$ cat src/rtl/fib_stack.sv
// fib_stack: LIFO stack serving the recursive-Fibonacci controller's push/pop strobes.
// Mode (EMPTY/PARTIAL/FULL) is decoded from the stack pointer, which is the only state.
module fib_stack #(
  parameter int WIDTH = 16,
  parameter int DEPTH = 16,
  parameter int AW    = 4
) (
  input  logic             clk,
  input  logic             rst,
  input  logic             clr,
  input  logic             push,
  input  logic             pop,
  input  logic [WIDTH-1:0] din,
  output logic [WIDTH-1:0] top,
  output logic [AW:0]      count,
  output logic             empty,
  output logic             full,
  output logic             ovf,
  output logic             udf
);
  typedef enum logic [1:0] {EMPTY, PARTIAL, FULL} mode_t;
  localparam logic [AW:0]   SP_FULL = (AW+1)'(DEPTH);
  localparam logic [AW:0]   SP_ONE  = (AW+1)'(1);
  localparam logic [AW-1:0] IX_ONE  = AW'(1);
  mode_t            w_mode;
  logic [AW:0]      r_sp, w_sp_nxt;
  logic             r_ovf, r_udf, w_ovf_nxt, w_udf_nxt, w_we;
  logic [AW-1:0]    w_top_idx, w_waddr;
  logic [WIDTH-1:0] r_mem [DEPTH];
  always_comb begin
    w_mode    = r_sp == '0 ? EMPTY : r_sp == SP_FULL ? FULL : PARTIAL;
    w_top_idx = r_sp[AW-1:0] - IX_ONE;
  end
  always_comb begin
    w_sp_nxt  = r_sp;
    w_ovf_nxt = r_ovf;
    w_udf_nxt = r_udf;
    w_we      = 1'b0;
    w_waddr   = r_sp[AW-1:0];
    if (push && pop) begin
      // Simultaneous strobes replace the top; on an empty stack they degrade to a push with underflow.
      w_we = 1'b1;
      if (w_mode == EMPTY) begin
        w_sp_nxt  = SP_ONE;
        w_udf_nxt = 1'b1;
      end else begin
        w_waddr = w_top_idx;
      end
    end else if (push) begin
      w_we      = w_mode != FULL;
      w_sp_nxt  = w_mode != FULL ? r_sp + SP_ONE : r_sp;
      w_ovf_nxt = r_ovf | (w_mode == FULL);
    end else if (pop) begin
      w_sp_nxt  = w_mode != EMPTY ? r_sp - SP_ONE : r_sp;
      w_udf_nxt = r_udf | (w_mode == EMPTY);
    end
  end
  always_ff @(posedge clk) begin
    if (!rst || clr) begin
      r_sp  <= '0;
      r_ovf <= 1'b0;
      r_udf <= 1'b0;
    end else begin
      r_sp  <= w_sp_nxt;
      r_ovf <= w_ovf_nxt;
      r_udf <= w_udf_nxt;
    end
  end
  always_ff @(posedge clk) begin
    if (rst && !clr && w_we) r_mem[w_waddr] <= din;
  end
  assign top   = w_mode == EMPTY ? '0 : r_mem[w_top_idx];
  assign count = r_sp;
  assign empty = w_mode == EMPTY;
  assign full  = w_mode == FULL;
  assign ovf   = r_ovf;
  assign udf   = r_udf;
endmodule

$ cat config.mk
export PLATFORM = sky130hd
export DESIGN_NAME = fib_stack
export DESIGN_NICKNAME = d
export VERILOG_FILES = /design/src/rtl/fib_stack.sv
export SDC_FILE = /design/constraint.sdc
export NUM_CORES = 1
export LEC_CHECK = 0
export ABC_AREA = 1
export BUFFER_PORTS_ARGS = -buffer_cell sky130_fd_sc_hd__buf_2
export CORE_MARGIN = 2
export CORE_UTILIZATION = 64
export DETAILED_ROUTE_END_ITERATION = 10
export PLACE_DENSITY = 0.82
export RECOVER_POWER = 100
export SLEW_MARGIN = 20
export SYNTH_ARGS = -nofsm -noshare
export SYNTH_HDL_FRONTEND = slang
export SYNTH_SLANG_ARGS = --single-unit
$ cat constraint.sdc
create_clock -name clk -period 4.9 [get_ports clk]
set_input_delay 0 -clock clk [delete_from_list [all_inputs] [get_ports clk]]
set_output_delay 0 -clock clk [all_outputs]
set_load 0.02 [all_outputs]
; Word-level counts from Yosys, hierarchy flattened
; Memories as Yosys holds them, arrays and structs flattened.
; Index checks and enable logic that the tools add are counted.
[op_classes]
add_sub_neg = 3
n_eq_ne = 6
mux = 19
bitwise_logic = 3
reduce_logical = 15
[ops]
columns = operator, n
row1 = 5-bit two-way mux, 6
row2 = 16-bit two-way mux, 1
row3 = 1-bit two-way mux, 8
row4 = 4-bit two-way mux, 2
row5 = 3-bit nonzero test, 2
row6 = 5-bit by 1-bit adder with 5-bit output (second input constant), 1
row7 = 5-bit equality test (second input constant), 1
row8 = 5-bit logical NOT, 1
row9 = 5-bit by 1-bit subtractor with 5-bit output (second input constant), 1
row10 = 2-bit two-way mux, 2
row11 = 2-bit != test (second input constant), 2
row12 = 4-bit AND reduction, 1
row13 = 2-bit nonzero test, 2
row14 = 4-bit by 1-bit subtractor with 4-bit output (second input constant), 1
row15 = 1-bit logical AND, 3
row16 = 3-bit by 1-bit != test with 1-bit output (second input constant), 1
row17 = 3-bit AND reduction, 1
row18 = 2-bit equality test (second input constant), 1
row19 = 1-bit logical NOT, 2
row20 = 2-bit logical NOT, 1
row21 = 2-bit by 1-bit != test with 1-bit output (second input constant), 1
row22 = 1-bit bitwise OR, 2
row23 = 2-bit AND reduction, 1
row24 = 1-bit logical OR, 1
row25 = 1-bit NOT, 1
[word_totals]
ff_bits = 7
ramBits = 256
input_bits = 21
output_inout_bits = 25
word_cells = 50
n_memories = 1
[memory_table]
columns = memory, words, word_bits, read_ports, rd_clocked_by_memory_dff, wr, line
row1 = r_mem, 16, 16, 1, 0, 1, 29  ; logic [WIDTH-1:0] r_mem [DEPTH];

; Logic depth before layout (Yosys ltp)
; Gate-level depths: netlist of run 1.
[logic_depth]
ltp_word = 9
ltp_mapped = 14
mapped_depth_nobuf = 10

; Least setup slack after synthesis of run 1
; Ideal clock, no wire load.
[synth_path]
path_type = register to register
start = register r_sp[0], in the netlist count[0]
end = memory r_mem[12][0], enable pin
setup_ns = 0.388
arrival_ns = 2.424
required_ns = 4.512
path_slack_ns = 2.088
path_stages_with_launch = 13
n_path_buf = 3
synth_period_minus_slack_ns = 2.812
cell_sequence = dfxtp_1 -> buf_6 -> inv_4 -> buf_6 -> buf_2 -> ha_1 -> inv_1 -> nand2_1 -> nand2_1 -> nand3_1 -> a21oi_1 -> nand2_1 -> nor2_1
[synth_via]
elab_chain_cells = 9
word_cells_on_any_way = 14
cone_classes = 1 x add/sub / 2 x eq/ne / 8 x mux / 3 x reduce/logical
[synth_lines]
columns = item, line
row1 = "start, declared", 26  ; logic [AW:0] r_sp, w_sp_nxt;
row2 = "start signal, assigned", 64  ; r_sp <= w_sp_nxt;
row3 = 5-bit equality test, 31  ; w_mode = r_sp == '0 ? EMPTY : r_sp == SP_FULL ? FULL : PARTIAL;
row4 = 2-bit two-way mux (2 in a row), 31
row5 = 2-bit != test, 50  ; w_we = w_mode != FULL;
row6 = 1-bit two-way mux, 49  ; end else if (push) begin
row7 = 1-bit two-way mux, 40  ; if (push && pop) begin
row8 = 1-bit logical AND, 70  ; if (rst && !clr && w_we) r_mem[w_waddr] <= din;
row9 = 1-bit two-way mux, 70
row10 = 1-bit two-way mux (not written as such), 70
row11 = "end, declared", 29
; Several ways; a longest one is shown, not always the timed one.

; Worst setup path in the final report of run 1
[layout_path]
start = register r_sp[0], in the netlist count[0]
end = output top[15]
[layout_via]
elab_chain_cells = 5
word_cells_on_any_way = 8
cone_classes = 1 x add/sub / 1 x eq/ne / 3 x mux / 2 x reduce/logical / 1 x memory
[layout_lines]
columns = item, line
row1 = "parallel branches: the longest is 4 deep, another holds memory 16 x 16 bit", --
row2 = 16-bit two-way mux *, 72  ; assign top = w_mode == EMPTY ? '0 : r_mem[w_top_idx];
row3 = "end, declared", 14  ; output logic [WIDTH-1:0] top,
; Every way passes the cells marked *.

==> reports/qor.csv, run 1 <==
stage,metric,value,unit
sta,max_freq,252,MHz
critical_path,r2r_start,count[0],
cells_and_area,fin_nets,1022,
pwr,power_switching_share,25.7,%
sta,rsz0062_at_grt,no,
place,dp_hpwl,14.2,mm
synth,yosysMostFrequentCell,edfxtp_1,
floorplanning,dieArea,18000,µm²
pwr,p_seq_share,50.4,%
floorplanning,ios,46,
synth,ys_ff_latch,263,
cells_and_area,num_antenna_cells,0,
pwr,ir_worst_vdd,342,µV
detailed_routing,drt-total-wl,25.3,mm
synth,synthCells,938,
clocking,cts_tree,built,
status,status,"complete, but fails checks",
sta,layout_min_cycle_time,3.97,ns
clocking,clkTransAtPathRegs,0.07,ns
sta,maxSlewViolCount,160,
cells_and_area,drive_above_1_share,5.62,%
clocking,cts_buffers,26,
synth,synth-edff-count,256,
global_routing,grt-ovfl-total,0,
critical_path,ff2ff_path_depth,7,
critical_path,crit_path_max_fanout,74,
synth,synth_top_area_share,70.8,%
cells_and_area,final_cells,1235,
pwr,total_power,0.00494,W
critical_path,worst_setup_path_end_kind,output pin,
cells_and_area,syn_to_final_growth,11.8,%
sta,hold_ws,0.425,ns
global_routing,grtUsageTotal,28.3,%
floorplanning,start_util,65.4,%
sta,hold_violations,0,
synth,synth_seq_area_share,72.1,%
global_routing,grt_pass1_vias,7139,
floorplanning,core_area,16600,µm²
synth,synth_cell_types,27,
place,place_ws,1.75,ns
clocking,cts_sinks,263,
synth,syn_area_per_cell,11.6,µm²
pwr,p_int,0.00367,W
pwr,power_density,407,nW/µm²
global_routing,antenna_found_initial,0,
detailed_routing,wl_per_cell,20.5,µm
synth,synth_warnings,0,
critical_path,required,4.90,ns
clocking,htreeDepth,1,
detailed_routing,ant_nets,0,
pwr,combPwrFrac,12.4,%
synth,synth_nets,965,
pwr,p_sw,0.00127,W
critical_path,reg2reg_setup_slack,1.02,ns
global_routing,grt_max_degree,93,
detailed_routing,vias,7465,
place,dp.cells,1165,
pwr,power.share.clock,37.2,%
critical_path,cp-start-kind,flip-flop,
critical_path,r2r-end,r_mem[11][2],
sta,final-setup-viol-count,0,
hold_path,hold_class,in2reg,
sta,worstMarginPinSlew,1.87,ns
synth,syn-cell-area,10900,µm²
synth,synthTopCellsByCount,"256 x edfxtp_1, 189 x nor2_1, 152 x nand2_1, 127 x nand3_1, 84 x o21ai_0",
clocking,cts_root_buffer,clkbuf_16,
critical_path,endpoint,top[15],
detailed_routing,first_pass_iters,5,
synth,synthArstFlopShare,0,%
critical_path,path_class,reg2out,
synth,synth_area_leaders,"edfxtp_1 71%, nor2_1 6.5%, nand3_1 5.9%, nand2_1 5.3%, o21ai_0 3.9%",
status,failed_checks,"max-capacitance violations, max-slew violations",
sta,post-route-period-util,81.1,%
floorplanning,fp-row-count,47,
place,io_buffers,45,
critical_path,cp.arrival,3.97,ns
flow_run,drv_cap,8,
detailed_routing,drt-initial-drc-count,740,
detailed_routing,drc,0,
detailed_routing,via_per_inst,6.04,
clocking,cts_buffer_depth,3,
place,globalplace.congestion,0.846,
clocking,clock_latency,0.54,ns
synth,postSynth.topFlopCell,edfxtp_1,
sta,fin_worst_skew,0.0180,ns
floorplanning,die_w,134,µm
floorplanning,fp.dieH,134,µm
sta,fin_ws,0.926,ns
critical_path,worstSetupStartpoint,count[0],
sta,relSlewSlack,-25.2,%
pwr,p_leak,4.23,nW
clocking,cts_setup_buffers,0,
synth,yosysTopAreaCell,edfxtp_1,
sta,setup_tns,0,ns
global_routing,grt_pass1_wl,38.8,mm
-- kinds of logic after synthesis --
kind of cell             after synthesis  share of synthesized area, %
AO/OA/AOI/OAI                        120                          5.61
flip-flops                           263                          72.1
AND/OR/NAND/NOR                      473                          18.1
adder cells (fa/ha/maj)                6                         0.761
XOR/XNOR                               3                         0.242
buffers and inverters                 73                          3.19
-- metrics by stage --
stage	cell area (µm²)	util, %
2_1_floorplan	10900	-
3_3_place_gp	11200	67.7
3_5_place_dp	11200	67.7
4_1_cts	12200	73.8
5_1_grt	12100	73.2
6_report	12100	73.2
-- registers in the layout, summed over array words and instances, names as in the netlist --
register and cells:
r_mem 256, count 5, ovf 1, udf 1
-- worst max-delay path, stage by stage, from the launching register on --
cell	delay, ns
dfxtp_1	0.37
buf_4	0.53
clkbuf_2	1.24
nor2_1	0.18
nor2_1	0.15
o21ai_0	0.11
nand3_1	0.14
nand3_1	0.13
o21ai_0	0.27
clkbuf_1	0.29
-- cell type report --
cell class / instances / area (µm²)
repair buffers: 80 / 474
flip-flops and latches: 263 / 7830
clock buffers: 29 / 662
clock inverters: 19 / 129
inverters: 22 / 86.3
fillers: 1121 / 4450
multi-input cells: 602 / 2680
well taps: 220 / 275
-- cells in the final DEF (no fill, tap or decap) --
| cell type | n |
|---|---|
| edfxtp_1 | 256 |
| nor2_1 | 187 |
| nand2_1 | 152 |
| nand3_1 | 128 |
| o21ai_0 | 86 |
| clkbuf_1 | 46 |
| clkbuf_16 | 26 |
| dlygate4sd3_1 | 22 |
| a21oi_1 | 21 |
| inv_1 | 19 |
| clkinv_1 | 13 |
| o21ai_1 | 10 |
| dfxtp_1 | 7 |
| buf_2 | 7 |
| buf_4 | 7 |
| clkinv_2 | 5 |
| ha_1 | 5 |
| o211ai_1 | 2 |
| nand2_2 | 2 |
| nor2_2 | 2 |
| xor2_1 | 2 |
| inv_4 | 1 |
| inv_2 | 1 |
| nand2_4 | 1 |
| nor2_4 | 1 |
| o21ai_2 | 1 |
| xnor2_1 | 1 |
| fa_1 | 1 |
| clkinv_16 | 1 |
| bufinv_16 | 1 |
| clkbuf_2 | 1 |
-- metal layers --
metal / routed length [µm] / global-route usage [%] / share of wire (%)
met5: 0 / 0 / 0
met2: 12900 / 47.9 / 51
met3: 2030 / 4.12 / 8.0
met1: 9560 / 38.1 / 38
met4: 770 / 9.77 / 3.0
-- how the worst min path moves through the flow --
stage                        to  cells after the start  startpoint
floorplan           r_mem[0][0]                      0      din[0]
global placement            udf                      3         pop
detailed placement          udf                      3         pop
CTS                 r_mem[1][1]                      2      din[1]
global route                ovf                      5         pop
finish                      ovf                      5         pop
-- timing repair --
action,CTS,global route
endpoints found under the hold margin,262,0
gates resized for setup,0,0
hold buffers,22,0
-- power by group through the flow --
stage	registers, W	logic [W]	clock network, W
finish	0.00249	0.000613	0.00184
detailed placement	0.00254	0.000599	0
global route	0.00249	0.000669	0.00194
floorplan	0.00254	0.000402	0
global placement	0.00254	0.000587	0
CTS	0.00249	0.000622	0.00185
(Power assumes the default switching activity.)
==> run 2: changes to the inputs <==
CORE_UTILIZATION = 61   (was 64)
PLACE_DENSITY = 0.79   (was 0.82)
clock period = 3.8 ns   (was 4.9 ns; I/O delays follow)
==> run 2 against run 1 <==
  * The run still ends with max-capacitance violations, max-slew violations left
  * Clock skew is 0.0073 ns lower
  * Register-to-register slack worse by 0.62 ns
  * Sequential power is 29% higher
  * Hold slack worse by 0.086 ns
  * First-iteration DRC count is 21% higher
  * Count of clock-buffer cells in the layout is 6 higher
  * Wire length is 0.44% lower
  * Global-route usage is 0.85 points lower
  * Critical path type unchanged
  * Largest cell class unchanged
==> reports/qor.csv, run 2 (synthesis gave the netlist of run 1 again) <==
stage,metric,value,unit,change
floorplanning,start_util,62.5,%,-2.9 points
cells_and_area,layout_commonest_cell,edfxtp_1,,
critical_path,r2r_start,count[1],,
floorplanning,ios,46,,unchanged
pwr,p_leak,4.21,nW,-0.35%
sta,rsz0062_at_grt,no,,
status,status,"complete, but fails checks",,
floorplanning,core_area,17400,µm²,+4.7%
status,failed_checks,"max-capacitance violations, max-slew violations",,
flow_run,drv_cap,5,,-3
place,dp.cells,1173,,+0.69%
pwr,power_density,523,nW/µm²,+28%
floorplanning,fp.dieH,137,µm,+2.4%
clocking,htreeDepth,1,,unchanged
sta,layout_min_cycle_time,3.49,ns,
detailed_routing,drt-total-wl,25.2,mm,-0.44%
cells_and_area,fill_cells,1235,,+10%
sta,hold_violations,0,,unchanged
global_routing,grt-ovfl-total,0,,unchanged
hold_path,hold_end,udf,,
clocking,cts_buffers,26,,unchanged
sta,post-route-period-util,91.9,%,
place,globalplace.congestion,0.794,,-6.1%
critical_path,max_stage_delay,0.59,ns,-0.65 ns
clocking,clkTransAtPathRegs,0.06,ns,about the same
clocking,cts_sinks,263,,unchanged
clocking,cts_root_buffer,clkbuf_16,,
critical_path,crit_chain,"inv_1, ha_1, inv_1, nand2_1, nand2_1, clkbuf_2, inv_2, nand3_1, nand2_1, o21ai_1, clkbuf_1",,
place,io_buffers,45,,unchanged
global_routing,grt_pass1_vias,7057,,-1.1%
critical_path,cp-start-kind,flip-flop,,
critical_path,ff2ff_path_depth,10,,+3
critical_path,slowest_stage,inv_2,,
pwr,ir_worst_vdd,403,µV,+18%
critical_path,path_class,reg2out,,
critical_path,required,3.80,ns,-1.10 ns
cells_and_area,drive_above_1_share,5.21,%,-0.40 points
floorplanning,fp-row-count,48,,+2.1%
place,dp_hpwl,13.6,mm,-4.2%
cells_and_area,num_antenna_cells,0,,unchanged
critical_path,reg2reg_setup_slack,0.40,ns,-0.62 ns
clocking,clock_latency,0.53,ns,about the same
sta,maxSlewViolCount,85,,-47%
sta,setup_tns,0,ns,unchanged
sta,fin_worst_skew,0.0108,ns,-0.00727 ns
sta,relSlewSlack,-16.8,%,+8.5 points
clocking,cts_buffer_depth,3,,unchanged
critical_path,r2r-end,r_mem[15][3],,
sta,max_freq,286,MHz,
global_routing,grt_max_degree,123,,+32%
cells_and_area,syn_to_final_growth,11.6,%,
detailed_routing,drc,0,,unchanged
cells_and_area,top_register,r_mem,,
detailed_routing,first_pass_iters,5,,unchanged
sta,hold_ws,0.339,ns,-0.0856 ns
global_routing,grtUsageTotal,27.4,%,-0.85 points
clocking,cts_tree,built,,
detailed_routing,via_per_inst,5.94,,-1.7%
cells_and_area,final_cell_mix,"256 x edfxtp_1, 188 x nor2_1, 152 x nand2_1, 128 x nand3_1, 86 x o21ai_0",,
critical_path,crit_path_max_fanout,45,,-39%
floorplanning,dieArea,18900,µm²,+4.8%
hold_path,worstHoldStart,clr,,
hold_path,hold_class,in2reg,,
cells_and_area,final_cells,1242,,+0.57%
global_routing,grt_pass1_wl,38.5,mm,-0.85%
clocking,ctsHoldBuffers,21,,-4.5%
detailed_routing,vias,7376,,-1.2%
critical_path,worst_setup_path_end_kind,output pin,,
critical_path,cpMostUsedCell,nand2_1,,
detailed_routing,ant_nets,0,,unchanged
cells_and_area,final_util,69.8,%,-3.4 points
detailed_routing,drt-initial-drc-count,898,,+21%
detailed_routing,wl_per_cell,20.3,µm,-1.0%
critical_path,cp.arrival,3.49,ns,-0.48 ns
floorplanning,die_w,137,µm,+2.4%
clocking,ctsResizeCount,0,,unchanged
sta,worstMarginPinSlew,1.74,ns,-0.127 ns
cells_and_area,largest_reg_flops,256,,unchanged
sta,final-setup-viol-count,0,,unchanged
cells_and_area,fin_nets,1024,,+0.20%
hold_path,min_path_cells,5,,unchanged
clocking,cts_setup_buffers,0,,unchanged
global_routing,antenna_found_initial,0,,unchanged
[run 2: cell count changes in the layout (fill, tap and decap cells not counted), moves of 3 or more]
cell,delta
clkbuf_1,+9
buf_4,-3
clkinv_2,-3
clkinv_1,-3
[run 2: through the flow]
step	total power (W)	cell area, µm²	setup slack [ns]
after global placement	0.00402	11300	1.19
after CTS	0.00636	12200	0.548
after detailed placement	0.00404	11300	1.13
after floorplan	0.00380	10900	0.988
final	0.00634	12100	0.308
after global routing	0.00652	12100	0.145
[run 2: worst max-delay path by stage]
stage,to,from,cells after the start,slack (ns)
after floorplan,r_mem[12][0],count[0],12,0.99
after global placement,top[11],count[0],9,1.19
after detailed placement,top[11],count[0],9,1.13
after CTS,top[11],count[0],9,0.55
after global routing,top[0],count[1],11,0.14
final,top[3],count[1],11,0.31
[run 2: final cells by class]
cell class	instances	area (µm²)	share of cell area [%]
Clock inverter	13	88.8	0.733
Sequential cell	263	7830	64.6
Timing Repair Buffer	82	474	3.91
Clock buffer	35	684	5.65
Inverter	22	86.3	0.713
Multi-Input combinational cell	602	2670	22.1
Tap cell	225	282	2.32
[run 2: where the power goes]
group / internal (W) / switching [W] / leakage, nW
sequential: 0.00320 / 0.00000958 / 2.36
combinational: 0.000208 / 0.000567 / 1.48
clock: 0.00133 / 0.00102 / 0.372
[run 2: worst max-delay path, delay by kind of cell (launching register included)]
family	cells	cell delay [ns]
AOI/OAI and AO/OA	1	0.29
adders and majority gates	1	0.20
buffers and inverters	5	1.57
DFF	1	0.45
and+or+nand+nor	4	0.46
[run 2: per-layer routing]
layer / GRT usage, % / wire (µm)
met3: 4.38 / 1920
met1: 37.8 / 10400
met2: 45.2 / 12200
met4: 9.11 / 687
met5: 0 / 0
==> run 3: changes to the inputs <==
CTS_BUF_LIST = sky130_fd_sc_hd__clkbuf_8 sky130_fd_sc_hd__clkbuf_16   (was default)
HOLD_SLACK_MARGIN = 0.12   (was default)
==> run 3 against run 2 <==
  * The run still ends with max-capacitance violations, max-slew violations left
  * Total power fell by 0.33%
  * Sequential share of layout area fell by 0.053 points
  * Cell count barely moved
  * Count of clock-buffer cells in the layout fell by 9
  * Via count barely moved
  * Largest power group unchanged
  * Highest routed layer unchanged
==> reports/qor.csv, run 3 (synthesis gave the netlist of run 1 again) <==
stage,metric,value,unit,change
sta,fin_worst_skew,0.0147,ns,+0.00391 ns
critical_path,cp-start-kind,flip-flop,,
global_routing,grt_pass1_vias,7067,,+0.14%
critical_path,path_class,reg2out,,
place,place_ws,1.13,ns,unchanged
floorplanning,core_area,17400,µm²,unchanged
detailed_routing,ant_nets,0,,unchanged
sta,hold_ws,0.334,ns,-0.00521 ns
global_routing,grtUsageTotal,27.4,%,about the same
clocking,cts_setup_buffers,0,,unchanged
sta,post-route-period-util,91.2,%,-0.74 points
floorplanning,fp-row-count,48,,unchanged
sta,maxSlewViolCount,85,,unchanged
global_routing,grt_pass1_wl,38.5,mm,about the same
clocking,cts_tree,built,,
cells_and_area,largest_reg_flops,256,,unchanged
floorplanning,dieArea,18900,µm²,unchanged
critical_path,cpMostUsedCell,nand2_1,,
critical_path,cp.arrival,3.46,ns,-0.03 ns
clocking,htreeDepth,1,,unchanged
clocking,clock_latency,0.54,ns,about the same
place,globalplace.congestion,0.794,,unchanged
pwr,p_leak,4.26,nW,+1.1%
sta,layout_min_cycle_time,3.46,ns,-0.0283 ns
clocking,cts_buffers,26,,unchanged
detailed_routing,drc,0,,unchanged
sta,hold_violations,0,,unchanged
clocking,cts_sinks,263,,unchanged
cells_and_area,final_cells,1243,,+0.081%
critical_path,max_stage_delay,0.88,ns,+0.29 ns
critical_path,crit_path_max_fanout,45,,unchanged
sta,max_freq,289,MHz,+0.82%
cells_and_area,fin_nets,1025,,+0.098%
global_routing,grt-ovfl-total,0,,unchanged
cells_and_area,top_register,r_mem,,
sta,final-setup-viol-count,0,,unchanged
sta,fin_ws,0.336,ns,+0.0283 ns
critical_path,required,3.80,ns,about the same
sta,rsz0062_at_grt,no,,
place,io_buffers,45,,unchanged
global_routing,grt_max_degree,123,,unchanged
clocking,cts_root_buffer,clkbuf_16,,
sta,setup_tns,0,ns,unchanged
status,status,"complete, but fails checks",,
detailed_routing,drt-initial-drc-count,892,,-0.67%
hold_path,hold_class,in2reg,,
detailed_routing,via_per_inst,5.94,,about the same
pwr,ir_worst_vdd,405,µV,+0.58%
sta,relSlewSlack,-16.9,%,-0.17 points
place,dp_hpwl,13.6,mm,unchanged
cells_and_area,final_cell_mix,"256 x edfxtp_1, 188 x nor2_1, 152 x nand2_1, 128 x nand3_1, 86 x o21ai_0",,
place,dp.cells,1173,,unchanged
place,dpl-instance-area,11300,µm²,unchanged
critical_path,cp_top_family,buffers and inverters,,
cells_and_area,syn_to_final_growth,11.7,%,about the same
detailed_routing,wl_per_cell,20.2,µm,-0.21%
cells_and_area,final_area,12100,µm²,about the same
floorplanning,start_util,62.5,%,unchanged
global_routing,antenna_found_initial,0,,unchanged
critical_path,path_buf_inv,4,,-1
sta,worstMarginPinSlew,1.75,ns,+0.00247 ns
floorplanning,ios,46,,unchanged
cells_and_area,drive_above_1_share,5.21,%,about the same
critical_path,slowest_stage,inv_2,,
floorplanning,die_w,137,µm,unchanged
pwr,power_density,521,nW/µm²,-0.42%
critical_path,worst_setup_path_end_kind,output pin,,
flow_run,drv_cap,5,,unchanged
detailed_routing,vias,7379,,+0.041%
detailed_routing,first_pass_iters,5,,unchanged
status,failed_checks,"max-capacitance violations, max-slew violations",,
clocking,cts_buffer_depth,3,,unchanged
floorplanning,fp.dieH,137,µm,unchanged
detailed_routing,drt-total-wl,25.1,mm,-0.13%
critical_path,crit_chain,"inv_1, ha_1, nand2_1, nand2_1, clkbuf_2, inv_2, nand3_1, nand3_1, nand2_1, nor2_1, clkbuf_1",,
cells_and_area,num_antenna_cells,0,,unchanged
cells_and_area,layout_commonest_cell,edfxtp_1,,
cells_and_area,fill_cells,1234,,-0.081%
clocking,clkTransAtPathRegs,0.06,ns,about the same
==> run 3: timing repair <==
item | CTS | global route
resized for setup | 0 | 0
hold buffers | 22 | 0
endpoints found under the hold margin | 263 | 0
==> run 3: layout make-up <==
class / count / area [µm²] / share of cell area, %
clock buffers: 26 / 651 / 5.37
clock inverters: 22 / 123 / 1.01
inverters: 22 / 86.3 / 0.712
multi-input cells: 602 / 2670 / 22.0
flip-flops and latches: 263 / 7830 / 64.6
well taps: 225 / 282 / 2.32
repair buffers: 83 / 484 / 3.99
==> run 3: tightest hold or removal path, stage by stage <==
cell and delay, ns:
buf_2 0.07, inv_1 0.03, nand2_1 0.10, a21oi_1 0.05, dlygate4sd3_1 0.55
==> run 3: path summary, 6_finish.rpt <==
path / startpoint / to / cells past startpoint / slack (ns)
worst max-delay path: count[1] / top[0] / 11 / 0.34
worst min-delay path: clr / udf / 5 / 0.33
worst max register to register: count[1] / r_mem[15][3] / 10 / 0.42
worst min register to register: count[1] / count[1] / 2 / 0.56
==> run 3: stage by stage <==
stage	utilization (%)	total power, W
final	69.9	0.00632
after global routing	69.9	0.00650
after CTS	70.6	0.00634
after detailed placement	64.9	0.00404
after global placement	64.9	0.00402
after floorplan	-	0.00380
==> run 3: routing by layer <==
layer | vias up | wire length (µm) | GRT usage [%]
met1 | 3532 | 10200 | 37.8
met3 | 67 | 2100 | 4.38
met4 | 0 | 702 | 9.11
li1 | 3411 | - | -
met5 | - | 0 | 0
met2 | 369 | 12100 | 45.3
==> run 3: where the power goes <==
group	leakage, nW	internal, W	total, W	switching, W
logic	1.49	0.000208	0.000773	0.000565
registers	2.36	0.00320	0.00321	0.00000971
clock network	0.409	0.00130	0.00233	0.00103
total	4.26	0.00471	0.00632	0.00160
